## config.mk

```make
export PLATFORM = sky130hd
export DESIGN_NAME = vga_sync_generator
export DESIGN_NICKNAME = d
export VERILOG_FILES = /design/src/rtl/vga_sync_generator.sv
export SDC_FILE = /design/constraint.sdc
export NUM_CORES = 1
export LEC_CHECK = 0
export CORE_UTILIZATION = 47
export DETAILED_ROUTE_END_ITERATION = 8
export PLACE_DENSITY = 0.79
export SETUP_SLACK_MARGIN = 0.3
export SYNTH_ARGS = -nofsm -noshare
export SYNTH_HDL_FRONTEND = slang
export SYNTH_SLANG_ARGS = --single-unit
```

## constraint.sdc

```tcl
create_clock -name clock -period 2.8 [get_ports clock]
set_input_delay 0.56 -clock clock [delete_from_list [all_inputs] [get_ports clock]]
set_output_delay 0.56 -clock clock [all_outputs]
set_load 0.05 [all_outputs]
```

## src/rtl/vga_sync_generator.sv

```systemverilog
// VGA timing generator: free-running column/row counters with registered
// sync, visible and start-of-line/frame strobes, gated by an
// IDLE/RUN/DRAIN controller that only stops at a frame boundary.
module vga_sync_generator #(
  parameter int HOR_Visible_Area = 800,
  parameter int HOR_Front_porch  = 56,
  parameter int HOR_Sync_pulse   = 120,
  parameter int HOR_Back_porch   = 64,
  parameter int VER_Visible_Area = 600,
  parameter int VER_Front_porch  = 37,
  parameter int VER_Sync_pulse   = 6,
  parameter int VER_Back_porch   = 23
) (
  input  logic        clock,
  input  logic        reset,
  input  logic        enable,
  output logic [11:0] display_col,
  output logic [10:0] display_row,
  output logic        visible,
  output logic        hsync,
  output logic        vsync,
  output logic        line_start,
  output logic        frame_start,
  output logic        running,
  output logic [1:0]  debug_state
);

  localparam int HOR_TOTAL = HOR_Visible_Area + HOR_Front_porch + HOR_Sync_pulse + HOR_Back_porch;
  localparam int VER_TOTAL = VER_Visible_Area + VER_Front_porch + VER_Sync_pulse + VER_Back_porch;

  localparam logic [11:0] H_LAST       = 12'(HOR_TOTAL - 1);
  localparam logic [11:0] H_VIS        = 12'(HOR_Visible_Area);
  localparam logic [11:0] H_SYNC_START = 12'(HOR_Visible_Area + HOR_Front_porch);
  localparam logic [11:0] H_SYNC_END   = 12'(HOR_Visible_Area + HOR_Front_porch + HOR_Sync_pulse);
  localparam logic [10:0] V_LAST       = 11'(VER_TOTAL - 1);
  localparam logic [10:0] V_VIS        = 11'(VER_Visible_Area);
  localparam logic [10:0] V_SYNC_START = 11'(VER_Visible_Area + VER_Front_porch);
  localparam logic [10:0] V_SYNC_END   = 11'(VER_Visible_Area + VER_Front_porch + VER_Sync_pulse);

  // IDLE = 0, RUN = 1, DRAIN = 2 (visible on debug_state)
  typedef enum logic [1:0] {
    ST_IDLE  = 2'd0,
    ST_RUN   = 2'd1,
    ST_DRAIN = 2'd2
  } state_e;

  state_e      state_q, state_d;
  logic [11:0] col_q, col_d;
  logic [10:0] row_q, row_d;
  logic        visible_q, hsync_q, vsync_q, line_start_q, frame_start_q, running_q;
  logic        visible_d, hsync_d, vsync_d, line_start_d, frame_start_d, running_d;

  logic col_last, row_last, frame_last, active_d;

  assign col_last   = (col_q == H_LAST);
  assign row_last   = (row_q == V_LAST);
  assign frame_last = col_last && row_last;

  // Next state and next counter values. A stop request (enable low) only
  // takes effect at the frame boundary; on that boundary the controller
  // goes straight to IDLE so it never starts a frame it will not finish.
  always_comb begin
    state_d = state_q;
    col_d   = col_q;
    row_d   = row_q;
    case (state_q)
      ST_IDLE: begin
        col_d = '0;
        row_d = '0;
        if (enable) state_d = ST_RUN;
      end
      ST_RUN, ST_DRAIN: begin
        col_d = col_last ? 12'd0 : col_q + 12'd1;
        row_d = col_last ? (row_last ? 11'd0 : row_q + 11'd1) : row_q;
        if (enable) begin
          state_d = ST_RUN;
        end else if (frame_last) begin
          state_d = ST_IDLE;
          col_d   = '0;
          row_d   = '0;
        end else begin
          state_d = ST_DRAIN;
        end
      end
      default: begin
        state_d = ST_IDLE;
        col_d   = '0;
        row_d   = '0;
      end
    endcase
  end

  // Decode strobes from the next counter values so the registered strobes
  // line up with the counters they describe.
  always_comb begin
    active_d      = (state_d != ST_IDLE);
    visible_d     = active_d && (col_d < H_VIS) && (row_d < V_VIS);
    hsync_d       = active_d && (col_d >= H_SYNC_START) && (col_d < H_SYNC_END);
    vsync_d       = active_d && (row_d >= V_SYNC_START) && (row_d < V_SYNC_END);
    line_start_d  = active_d && (col_d == 12'd0);
    frame_start_d = active_d && (col_d == 12'd0) && (row_d == 11'd0);
    running_d     = active_d;
  end

  // State, counters and output registers; reset clears everything at once.
  always_ff @(posedge clock or negedge reset) begin
    if (!reset) begin
      state_q       <= ST_IDLE;
      col_q         <= '0;
      row_q         <= '0;
      visible_q     <= 1'b0;
      hsync_q       <= 1'b0;
      vsync_q       <= 1'b0;
      line_start_q  <= 1'b0;
      frame_start_q <= 1'b0;
      running_q     <= 1'b0;
    end else begin
      state_q       <= state_d;
      col_q         <= col_d;
      row_q         <= row_d;
      visible_q     <= visible_d;
      hsync_q       <= hsync_d;
      vsync_q       <= vsync_d;
      line_start_q  <= line_start_d;
      frame_start_q <= frame_start_d;
      running_q     <= running_d;
    end
  end

  assign display_col = col_q;
  assign display_row = row_q;
  assign visible     = visible_q;
  assign hsync       = hsync_q;
  assign vsync       = vsync_q;
  assign line_start  = line_start_q;
  assign frame_start = frame_start_q;
  assign running     = running_q;
  assign debug_state = state_q;

endmodule

```

==> flow_summary.toml <==
[outcome]
status = "finished clean"

[sta]
rsz0062_at_grt = "true"
fmax_ghz = 0.391
timing.final.crit_share = 0.914
tightest_slew_ps = 504
period_needed_ps = 2560
relSlewSlack = 0.663
setup_viol = 0
tns_ps = 0
skew_ps = 6.59
report.final.hold_viol_count = 0
maxSlewViolCount = 0

[synth]
synth-edff-count = 0
syn-num-nets = 218
ys_types = 45
postSynthAreaPerCell_um2 = 9.06
yosys.area.top_type = "dfrtp_1"
syn_inst = 210
synthArstFlopShare = 1.00
synth_flop_cell = "dfrtp_1"
netlist_area_mm2 = 0.00190
yosysTopAreaCellShare = 0.408
yosysSeqAreaShare = 0.408
synth_seq_cells = 31
yosysWarnings = 0
synthTopCellsByArea = "dfrtp_1 (41%), nand3_1 (3.7%), xnor2_1 (3.7%), xor2_1 (3.7%), nor2_1 (3.4%)"

[routing]
drc = 0
first_pass_iters = 4
wl_met2_um = 2020
wl_per_cell_um = 15.2
viasPerCell = 5.86
drt_iter0_drc = 102
vias = 1775
routed_wl_um = 4600
met1Wirelength_um = 2240
top_layer = "met4"
wl_met3_um = 272
ant_nets = 0

[finish]
synthToLayoutAreaGrowth_pct = 33.3
drive_gt1_frac = 0.184
final_common_cell = "clkdlybuf4s50_1"
diodes = 0
mostFrequentLayoutCells = "clkdlybuf4s50_1 (33), dfrtp_1 (22), nor2_1 (17), nand3_1 (13), buf_4 (12)"
utilization = 0.673
nets = 262

[global_route]
grt-ovfl-total = 0
grtUsageTotal = 0.235
grt_max_degree = 32
grt_antenna_before_repair = 0
grt_pass1_vias = 1542
grt_pass1_wl_um = 7490

[hold_path]
hold_start = "display_col[0]"
hold_path.class = "register to register"
min_delay_path_depth = 1
hold_end = "display_col[0]"

[clock_network]
clk_pin_slew_worst_paths_ps = 70
cts_tree = "yes"
clock-sinks = 31
worstSkewPairLatency_ps = 290
cts_root_buf = "clkbuf_8"
htree_levels = 2
clockBufferDepth = 2
cts_buffers = 5

[die]
fp.coreArea_mm2 = 0.00377
rows = 22
die_h_um = 65.6
die_x_um = 65.6
fp.dieArea_mm2 = 0.00431
start_util = 0.505
io_pins = 34

[pwr]
ir_drop_v = 0.000472
power.density_mw_per_mm2 = 696
power_leakage_nw = 1.01

[place]
port_buffers = 33
detailed_place_hpwl_um = 3280
gp_congestion = 0.836

[setup_path]
timing_worst_setup_path_type = "register to register"
cp_max_fo = 10
critical_path_arrival_ps = 2730
start_kind = "register"
end_kind = "register"
timing.rr.start = "display_col[11]"
critPathRequiredTime_ps = 2970
r2r-end = "vsync"
rr_worst_depth = 7
r2r_setup_slack_ps = 240

[run]
drv_cap = 0
-- state kept, by name (all words and copies together), names as in the netlist --
signal,cells
running,1
vsync,1
frame_start,1
display_row,11
visible,1
debug_state,2
line_start,1
display_col,12
hsync,1
-- power breakdown --
group / leakage, nW / total [mW] / internal, mW / switching (mW)
registers: 0.405 / 0.559 / 0.511 / 0.0475
logic: 0.554 / 0.845 / 0.324 / 0.521
clock network: 0.0482 / 0.362 / 0.198 / 0.164
total: 1.01 / 1.77 / 1.03 / 0.733
-- metrics by stage --
step,hold WS [ps],area (um^2),setup slack (ps),std cells,power (mW)
2_1_floorplan,264,1950,43.2,210,1.11
3_3_place_gp,490,2350,185,291,1.33
3_5_place_dp,505,2350,160,291,1.34
4_1_cts,516,2470,261,300,1.72
5_1_grt,544,2540,194,303,1.87
6_report,509,2540,240,303,1.77
-- cells in the mapped netlist (all sizes together), types with 2 or more instances --
| master | count |
|---|---|
| xnor2 | 8 |
| nand2 | 11 |
| nor2 | 17 |
| o211a | 2 |
| o211ai | 2 |
| or4 | 2 |
| and4 | 3 |
| nand3 | 14 |
| buf | 3 |
| and3b | 2 |
| ha | 5 |
| clkbuf | 7 |
| dfrtp | 31 |
| nor4 | 6 |
| nor3 | 8 |
| nand4 | 4 |
| a211oi | 3 |
| a21oi | 13 |
| nor2b | 4 |
| o21ai | 13 |
| a31oi | 2 |
| xor2 | 8 |
| and2 | 3 |
| or3 | 5 |
| nor4b | 3 |
| inv | 8 |
| o311ai | 2 |
| nand4b | 4 |
| and3 | 6 |
-- worst max-delay path by stage --
stage	to	slack, ps	startpoint
3_3_place_gp	visible	180	display_col[5]
3_5_place_dp	visible	160	display_col[5]
6_report	vsync	240	display_col[11]
5_1_grt	vsync	190	display_col[11]
2_1_floorplan	vsync	40	display_col[4]
4_1_cts	vsync	260	display_col[11]
-- critical path, stage by stage, from the launching register on --
cell and delay, ps:
dfrtp_2 410, or4b_4 590, or4_4 470, buf_6 160, o211a_1 240, and3b_1 190, and4b_1 180, o211a_1 200
-- kinds of logic after synthesis --
group,after synthesis,share of synthesized area
AND/OR/NAND/NOR,98,0.302
AO/OA/AOI/OAI,42,0.139
flip-flops,31,0.408
buffers and inverters,18,0.0440
XOR/XNOR,16,0.0736
adder cells (fa/ha/maj),5,0.0329
-- layer usage --
| layer | GRT usage | up-vias |
|---|---|---|
| met5 | 0 | - |
| met4 | 0.0897 | 0 |
| met3 | 0.0417 | 7 |
| met2 | 0.337 | 50 |
| met1 | 0.349 | 852 |
| li1 | - | 866 |
-- final cells by class --
| class | instances | area [um^2] |
|---|---|---|
| clock buffers | 7 | 86.3 |
| inverters | 8 | 30.0 |
| clock inverters | 1 | 5.00 |
| flip-flops and latches | 31 | 787 |
| fillers | 289 | 1230 |
| well taps | 48 | 60.1 |
| repair buffers | 47 | 443 |
| multi-input cells | 161 | 1130 |
-- what timing repair did --
item / 4_1_cts / 5_1_grt
gates cloned: 0 / 0
gates resized for setup: 6 / 7
pin swaps: 4 / 2
setup endpoints to repair: 3 / 5
hold buffers: 0 / 0
setup buffers: 1 / 3
No activity file was read; power rests on OpenSTA's default activity.
